===== src/rtl/mips32_mem_dump_if.sv =====
// Memory read port and (address, word) output stream of the dump engine.
interface mips32_mem_dump_if #(
    parameter int ADDR_W = 10,
    parameter int DATA_W = 32
);
    logic              mem_rd_en;
    logic [ADDR_W-1:0] mem_addr;
    logic [DATA_W-1:0] mem_rd_data;

    logic              dout_valid;
    logic              dout_ready;
    logic [ADDR_W-1:0] dout_addr;
    logic [DATA_W-1:0] dout_data;

    modport master (
        output mem_rd_en, mem_addr,
        input  mem_rd_data,
        output dout_valid, dout_addr, dout_data,
        input  dout_ready
    );

    modport slave (
        input  mem_rd_en, mem_addr,
        output mem_rd_data,
        input  dout_valid, dout_addr, dout_data,
        output dout_ready
    );
endinterface


===== src/rtl/mips32_mem_dump.sv =====
// Post-HALT memory readback: walks [base, base+count) through a 1-cycle sync read port, streams (addr, word), sums words.
// Latency: start->rd_en 2 cycles, rd_en->dout_valid 2 cycles; one word per 3 cycles; dout held stable while dout_ready=0.
module mips32_mem_dump #(
    parameter int ADDR_W = 10,
    parameter int DATA_W = 32
) (
    input  logic              clk1,
    input  logic              rst_n,
    input  logic              start,
    input  logic [ADDR_W-1:0] base_addr,
    input  logic [ADDR_W:0]   count,
    input  logic              halted,
    output logic              busy,
    output logic              done,
    output logic [DATA_W-1:0] checksum,
    mips32_mem_dump_if.master bus
);

    typedef enum logic [2:0] {
        IDLE, WAIT_HALT, ISSUE, CAPTURE, HOLD, FIN
    } state_t;

    localparam logic [ADDR_W:0] REM_ONE = {{ADDR_W{1'b0}}, 1'b1};

    state_t            state, state_nxt;
    logic [ADDR_W-1:0] cur_addr;
    logic [ADDR_W:0]   remaining;
    logic              hs;

    assign hs = bus.dout_valid && bus.dout_ready;

    always_ff @(posedge clk1 or negedge rst_n) begin
        if (!rst_n) state <= IDLE;
        else        state <= state_nxt;
    end

    always_comb begin
        state_nxt     = state;
        bus.mem_rd_en = 1'b0;
        bus.mem_addr  = '0;
        busy          = 1'b0;
        done          = 1'b0;
        case (state)
            IDLE: begin
                if (start) state_nxt = WAIT_HALT;
            end
            WAIT_HALT: begin
                busy = 1'b1;
                if (halted) state_nxt = (remaining == '0) ? FIN : ISSUE;
            end
            ISSUE: begin
                busy          = 1'b1;
                bus.mem_rd_en = 1'b1;
                bus.mem_addr  = cur_addr;
                state_nxt     = CAPTURE;
            end
            CAPTURE: begin
                busy      = 1'b1;
                state_nxt = HOLD;
            end
            HOLD: begin
                busy = 1'b1;
                // remaining is decremented on this same edge, so compare against one
                if (hs) state_nxt = (remaining == REM_ONE) ? FIN : ISSUE;
            end
            FIN: begin
                done      = 1'b1;
                state_nxt = IDLE;
            end
            default: state_nxt = IDLE;
        endcase
    end

    always_ff @(posedge clk1 or negedge rst_n) begin
        if (!rst_n) begin
            cur_addr       <= '0;
            remaining      <= '0;
            checksum       <= '0;
            bus.dout_valid <= 1'b0;
            bus.dout_addr  <= '0;
            bus.dout_data  <= '0;
        end else begin
            case (state)
                IDLE: begin
                    if (start) begin
                        cur_addr  <= base_addr;
                        remaining <= count;
                        checksum  <= '0;
                    end
                end
                CAPTURE: begin
                    bus.dout_data  <= bus.mem_rd_data;
                    bus.dout_addr  <= cur_addr;
                    bus.dout_valid <= 1'b1;
                    checksum       <= checksum + bus.mem_rd_data;
                end
                HOLD: begin
                    if (hs) begin
                        bus.dout_valid <= 1'b0;
                        remaining      <= remaining - REM_ONE;
                        cur_addr       <= cur_addr + 1'b1;
                    end
                end
                default: ;
            endcase
        end
    end

endmodule


===== src/flat_wrapper.sv =====
// flat-port wrapper written by rule: the top's interface ports become plain ports
module mips32_mem_dump_flat 
#(
    parameter int ADDR_W = 10,
    parameter int DATA_W = 32
)
  (clk1, rst_n, start, base_addr, count, halted, busy, done, checksum, bus_mem_rd_en, bus_mem_addr, bus_mem_rd_data, bus_dout_valid, bus_dout_addr, bus_dout_data, bus_dout_ready);
  mips32_mem_dump_if #(.ADDR_W(ADDR_W), .DATA_W(DATA_W)) bus_i ();
  input  logic clk1;
  input  logic rst_n;
  input  logic start;
  input  logic [ADDR_W-1:0] base_addr;
  input  logic [ADDR_W:0] count;
  input  logic halted;
  output logic busy;
  output logic done;
  output logic [DATA_W-1:0] checksum;
  output wire logic [$bits(bus_i.mem_rd_en)-1:0] bus_mem_rd_en;
  output wire logic [$bits(bus_i.mem_addr)-1:0] bus_mem_addr;
  input wire logic [$bits(bus_i.mem_rd_data)-1:0] bus_mem_rd_data;
  output wire logic [$bits(bus_i.dout_valid)-1:0] bus_dout_valid;
  output wire logic [$bits(bus_i.dout_addr)-1:0] bus_dout_addr;
  output wire logic [$bits(bus_i.dout_data)-1:0] bus_dout_data;
  input wire logic [$bits(bus_i.dout_ready)-1:0] bus_dout_ready;
  assign bus_mem_rd_en = bus_i.mem_rd_en;
  assign bus_mem_addr = bus_i.mem_addr;
  assign bus_i.mem_rd_data = bus_mem_rd_data;
  assign bus_dout_valid = bus_i.dout_valid;
  assign bus_dout_addr = bus_i.dout_addr;
  assign bus_dout_data = bus_i.dout_data;
  assign bus_i.dout_ready = bus_dout_ready;
  mips32_mem_dump #(.ADDR_W(ADDR_W), .DATA_W(DATA_W)) u_core (.clk1(clk1), .rst_n(rst_n), .start(start), .base_addr(base_addr), .count(count), .halted(halted), .busy(busy), .done(done), .checksum(checksum), .bus(bus_i));
endmodule

===== config.mk =====
export PLATFORM = sky130hd
export DESIGN_NAME = mips32_mem_dump_flat
export DESIGN_NICKNAME = d
export VERILOG_FILES = /design/src/rtl/mips32_mem_dump_if.sv /design/src/rtl/mips32_mem_dump.sv /design/src/flat_wrapper.sv
export SDC_FILE = /design/constraint.sdc
export NUM_CORES = 1
export LEC_CHECK = 0
export ABC_AREA = 1
export BUFFER_PORTS_ARGS = -buffer_cell sky130_fd_sc_hd__buf_2
export CAP_MARGIN = 30
export CORE_AREA = 8 8 153 155
export CTS_BUF_LIST = sky130_fd_sc_hd__clkbuf_4 sky130_fd_sc_hd__clkbuf_8
export DETAILED_ROUTE_END_ITERATION = 10
export DIE_AREA = 0 0 161 163
export PLACE_DENSITY = 0.59
export SLEW_MARGIN = 40
export SYNTH_ARGS = -nofsm -noshare
export SYNTH_HDL_FRONTEND = slang
export SYNTH_SLANG_ARGS = --single-unit

===== constraint.sdc =====
create_clock -name clk1 -period 2.5 [get_ports clk1]
set_input_delay 0.125 -clock clk1 [delete_from_list [all_inputs] [get_ports clk1]]
set_output_delay 0.125 -clock clk1 [all_outputs]
set_load 0.03 [all_outputs]

==> metrics.txt, run 1 <==
status finished, final reports clean; Worst Clk Skew 0.0193 ns; final setup violation count 0; DRC 0; CTS Buf Count 9; Min-Delay Path Class in -> reg; Tmin final 2.14 ns; dominant cell type by area after synthesis dfrtp_1; FMAX 466 MHz; Worst Max-Slew Pin Slew 0.631 ns; Max IR drop VDD 0.574 mV; Tot GR Track Use 16.2%; Final Net Count 1,292; endpoints failing hold 0; fin. max-slew vios 0; antenna violations before repair 1; core area 20,800 um^2; critical path type reg -> reg; ANT cells 0; io pins 146; Power per Cell Area 1150 nW/um^2; Port Buffers 145; fill cell total of the finished layout 2,270; Worst EP arrival 2.42 ns; clock sinks 99; final period utilization 85.7%; share of layout cells above drive strength 1 16.6%; most frequent cell after synthesis nand2_1; Clock Path Buffers 2; clock latency on the worst-skew pair 0.39 ns; Register-to-Register Path Depth 13; Slew headroom 57.9%; largest net degree at the start of global routing 52; TNS Setup 0 ns; Critical Path Sink Type register; Worst EP required 2.77 ns; number of global-route vias before repair 6,716; average routed wire per standard cell 14.0 um; CTS tree built; area of the mapped netlist 6810 um^2; gp weighted congestion 0.882; global-route wire length before repair 34.5 mm; Seq/Total Area, Yosys 36.4%; Hold Crit Depth 3; Via Count 6,673; Lkg Pwr 4.83 nW; Power Total 9.68 mW; Synth Flop Type dfrtp_1; Post-synth top cells nand2_1 (420), inv_1 (145), dfrtp_1 (99); Yosys top cell area share 36.4%; router iterations before antenna repair 5; Seq cells post-synth 99; root buf cell clkbuf_8; Yosys cell types 42; row count 53; EDFF count, synth 0; synth top area cells dfrtp_1 (36%), nand2_1 (23%), inv_1 (8.0%); cell count after synthesis 1,021; syn nets 1,115; FFs w/ async S/R, synth 100%; CP Launch Type register; post_cts resized 0; detailed placement HPWL 15.8 mm; # H-tree levels 3; 1st-iter DRT viols 331; gr ovfl total 0; Starting Density 32.7%; Max Cap Viol 0; Die Ht 163 um; Max FO, Critical Path 4; Synth Area per Inst 6.67 um^2; die area 26,200 um^2; vias per cell 4.51; clock-pin transition on the worst setup and hold timing paths 0.11 ns; yosys warns 0; RSZ-0062 raised after global routing false; area grow syn2layout 23.4%; DIE WIDTH 161 um; antenna-violating nets left 0; DRT Wirelength 20.8 mm
[cells in the final DEF (no fill, tap or decap), drive strengths merged, types with 6 or more instances in the layout]
cell / count
clkbuf: 12
a21oi: 46
ha: 35
inv: 151
buf: 151
nor3: 9
dfrtp: 99
o21ai: 59
dlygate4sd3: 40
o22ai: 6
nand3: 52
nor2: 82
nand2: 421
[state kept, by name (all words and copies together), names as in the netlist]
name	cells
u_core.bus.dout_data	32
u_core.checksum	32
u_core.remaining	11
u_core.bus.dout_addr	10
u_core.cur_addr	10
u_core.state	3
u_core.bus.dout_valid	1
[per-stage QoR]
step / utilization (%) / cells / hold WS [ns] / area [um^2] / setup slack [ns]
final: 40.4 / 1478 / 0.0299 / 8400 / 0.356
after global routing: 40.4 / 1478 / 0.0201 / 8400 / 0.137
after CTS: 40.4 / 1478 / 0.00530 / 8400 / 0.360
after detailed placement: 37.5 / 1422 / 0.0784 / 7800 / 0.401
after global placement: 37.5 / 1422 / 0.0791 / 7800 / 0.439
after floorplan: - / 1021 / -0.171 / 6810 / 0.479
[worst max-delay path, stage by stage, from the launching register on]
cell     delay (ns)
dfrtp_1        0.38
ha_1           0.23
inv_1          0.08
fa_1           0.39
inv_1          0.13
nand2_1        0.07
nand3_1        0.14
nand2_1        0.07
nand2_1        0.19
nand2_1        0.11
nand2_1        0.07
nand2_1        0.04
nand3_1        0.07
nand2_1        0.06
[power breakdown]
part | leakage (nW) | internal [mW] | total [mW] | switching [mW]
Sequential | 1.23 | 2.31 | 2.77 | 0.470
Clock | 0.0994 | 0.513 | 1.13 | 0.621
Combinational | 3.49 | 1.73 | 5.77 | 4.04
[what timing repair did]
item	4_1_cts	5_1_grt
hold endpoints to repair	63	0
buffers inserted	0	0
hold buffers	40	0
[routing by layer]
| layer | routed length [um] | vias to the layer above | track usage [%] |
|---|---|---|---|
| met5 | 13 | - | 0 |
| met4 | 221 | 2 | 4.04 |
| met3 | 1310 | 20 | 4.70 |
| met2 | 9650 | 137 | 26.9 |
| met1 | 9560 | 2986 | 20.3 |
| li1 | - | 3528 | - |
[worst paths after layout]
kind	startpoint	to	slack, ns
worst min-delay path	count[5]	u_core.remaining[5]	0.03
worst max-delay path	u_core.checksum[0]	u_core.checksum[22]	0.36
min in group asynchronous	rst_n	u_core.bus.dout_data[7]	0.20
worst min register to register	u_core.bus.dout_data[23]	u_core.bus.dout_data[23]	0.47
worst max register to register	u_core.checksum[0]	u_core.checksum[22]	0.36
max in group asynchronous	rst_n	u_core.checksum[4]	1.57
[cell families after synthesis]
| kind of cell | after synthesis | share of synthesized area [%] |
|---|---|---|
| xor gates and xnor gates | 8 | 1.03 |
| DFF | 99 | 36.4 |
| AOI/OAI and AO/OA | 129 | 11.8 |
| and+or+nand+nor | 573 | 33.6 |
| buffers and inverters | 176 | 10.5 |
| adders and majority gates | 36 | 6.72 |
[final cells by class]
cell class,instances,area [um^2],area share [%]
Inverter,151,574,6.83
Sequential cell,99,2480,29.5
Multi-Input combinational cell,746,3620,43.1
Clock buffer,12,153,1.82
Timing Repair Buffer,191,1190,14.1
Clock inverter,4,50.0,0.596
Tap cell,275,344,4.09
Power figures use the tool's default switching activity.
==> run 2, diff against run 1 <==
Settings changed: REMOVE_ABC_BUFFERS from default to 1.
==> run 2 against run 1 <==
Critical path depth did not move. Setup slack improved by 0.071 ns. Clock-buffer cell count fell by 2. Register-to-register slack improved by 0.07 ns. Sequential cell count did not move. Cell count did not move. Sequential share of layout area barely moved. Clock power barely moved. Hold slack improved by 0.012 ns. First-iteration DRC count rose by 16%. Wire length rose by 0.56%.
==> metrics.txt, run 2 (synthesis gave the netlist of run 1 again) <==
status finished, final reports clean; vias per cell 4.57 (+1.1%); Slew headroom 59.4% (+1.6 points); commonest non-fill, non-tap cell in the layout nand2_1; die area 26,200 um^2 (unchanged); setup ws final 0.427 ns (+0.0711 ns); Min-Delay Path Class in -> reg; Max FO, Critical Path 4 (unchanged); clock-pin transition on the worst setup and hold timing paths 0.10 ns (about the same); Worst Clk Skew 0.0146 ns (-0.00477 ns); Power per Cell Area 1150 nW/um^2 (+0.18%); core area 20,800 um^2 (unchanged); final setup violation count 0 (unchanged); DIE WIDTH 161 um (unchanged); area grow syn2layout 23.5% (about the same); gp weighted congestion 0.867 (-1.7%); CTS tree built; io pins 146 (unchanged); Final Net Count 1,292 (unchanged); Inst Count DP 1,422 (unchanged); largest net degree at the start of global routing 77 (+48%); Port Buffers 145 (unchanged); Max IR drop VDD 0.388 mV (-32%); clock latency on the worst-skew pair 0.39 ns (about the same); clock sinks 99 (unchanged); root buf cell clkbuf_8; DRC 0 (unchanged); Critical Path Sink Type register; Max Cap Viol 0 (unchanged); row count 53 (unchanged); Die Ht 163 um (unchanged); Tot GR Track Use 16.1% (-0.13 points); final period utilization 82.9% (-2.8 points); non-filler instance count after layout 1,478 (unchanged); endpoints failing hold 0 (unchanged); share of layout cells above drive strength 1 16.6% (unchanged); antenna-violating nets left 0 (unchanged); 1st-iter DRT viols 385 (+16%); global-route wire length before repair 34.1 mm (-1.0%); fin. max-slew vios 0 (unchanged); critical path's largest stage delay 0.39 ns (about the same); ANT cells 0 (unchanged); router iterations before antenna repair 5 (unchanged); CTS Buf Count 9 (unchanged); commonest non-fill, non-tap cells in the layout nand2_1 (420), inv_1 (145), buf_2 (144); RSZ-0062 raised after global routing false; Regs by FF count u_core.bus.dout_data: 32 flops, u_core.checksum: 32 flops, u_core.remaining: 11 flops; CTS hold repair buffers 40 (unchanged); post_cts resized 0 (unchanged); gr ovfl total 0 (unchanged); DRT Wirelength 20.9 mm (+0.56%); CP Launch Type register; Worst Max-Slew Pin Slew 0.608 ns (-0.0233 ns); critical-path cell list ha_1 > inv_1 > fa_1 > inv_1 > nand3_1 > nand3_1 > nand3_1 > nand3_1 > nand2_1 > nand2_1 > nand2_1 > nand3_1 > nand2_1; Setup WS pre-CTS 0.450 ns (+0.0483 ns); Via Count 6,749 (+1.1%); fill cell total of the finished layout 2,232 (-1.7%); cell mode on critical path nand3_1; # H-tree levels 3 (unchanged); detailed placement HPWL 15.5 mm (-1.9%); final hold slack 0.0418 ns (+0.0119 ns); FMAX 482 MHz (+3.4%); critical path's top delay family simple AND/OR/NAND/NOR gates; slowest stage cell on the critical path dfrtp_1; Tmin final 2.07 ns (-0.0711 ns); antenna violations before repair 0 (-1); average routed wire per standard cell 14.1 um (+0.56%); TNS Setup 0 ns (unchanged); postcts setup bufs 0 (unchanged); Worst EP arrival 2.36 ns (-0.06 ns); Lkg Pwr 4.83 nW (about the same); Starting Density 32.7% (unchanged); critical path type reg -> reg; number of global-route vias before repair 6,669 (-0.70%); number of buffers and inverters on the critical path 2 (unchanged); Clock Path Buffers 2 (unchanged); Worst EP required 2.79 ns (+0.02 ns)
[run 2: final cells by class]
type	count	area (um^2)	area share (%)
Inverter	151	574	6.83
Multi-Input combinational cell	746	3620	43.0
Clock inverter	6	66.3	0.788
Tap cell	275	344	4.09
Timing Repair Buffer	191	1200	14.3
Clock buffer	10	131	1.56
Sequential cell	99	2480	29.5
[run 2: power by group]
group / internal, mW / total (mW) / leakage, nW / switching (mW)
Combinational: 1.75 / 5.80 / 3.50 / 4.05
Clock: 0.475 / 1.12 / 0.0919 / 0.645
Sequential: 2.31 / 2.78 / 1.23 / 0.474
Total: 4.53 / 9.70 / 4.83 / 5.17
[run 2: worst reg2reg max path, stage by stage, from the launching register on]
cell and delay [ns]:
dfrtp_1 0.39, ha_1 0.21, inv_1 0.06, fa_1 0.38, inv_1 0.13, nand3_1 0.08, nand3_1 0.15, nand3_1 0.09
nand3_1 0.15, nand2_1 0.09, nand2_1 0.08, nand2_1 0.05, nand3_1 0.07, nand2_1 0.05
[run 2: through the flow]
stage	utilization (%)	total power, mW	instance area (um^2)
final	40.4	9.70	8410
after global routing	40.4	10.6	8410
after CTS	40.4	9.83	8410
after detailed placement	37.5	8.61	7810
after global placement	37.5	8.54	7810
after floorplan	-	6.84	6670
[run 2: layer usage]
layer  part of all wire [%]  global-route usage, %  up-vias
met2                     45                   25.5      168
li1                       -                      -     3527
met1                     48                   21.6     3038
met5                      0                      0        -
met3                    5.9                   3.36       16
met4                    1.3                   4.84        0
[run 2: path summary, 6_finish.rpt]
check,startpoint,to,slack [ns],depth (start not counted)
max in group asynchronous,rst_n,u_core.bus.dout_data[29],1.58,3
max reg2reg,u_core.checksum[0],u_core.checksum[28],0.43,13
min,base_addr[7],u_core.cur_addr[7],0.04,3
max,u_core.checksum[0],u_core.checksum[28],0.43,13
min reg2reg,u_core.bus.dout_data[2],u_core.bus.dout_data[2],0.47,2
min in group asynchronous,rst_n,u_core.remaining[3],0.17,2
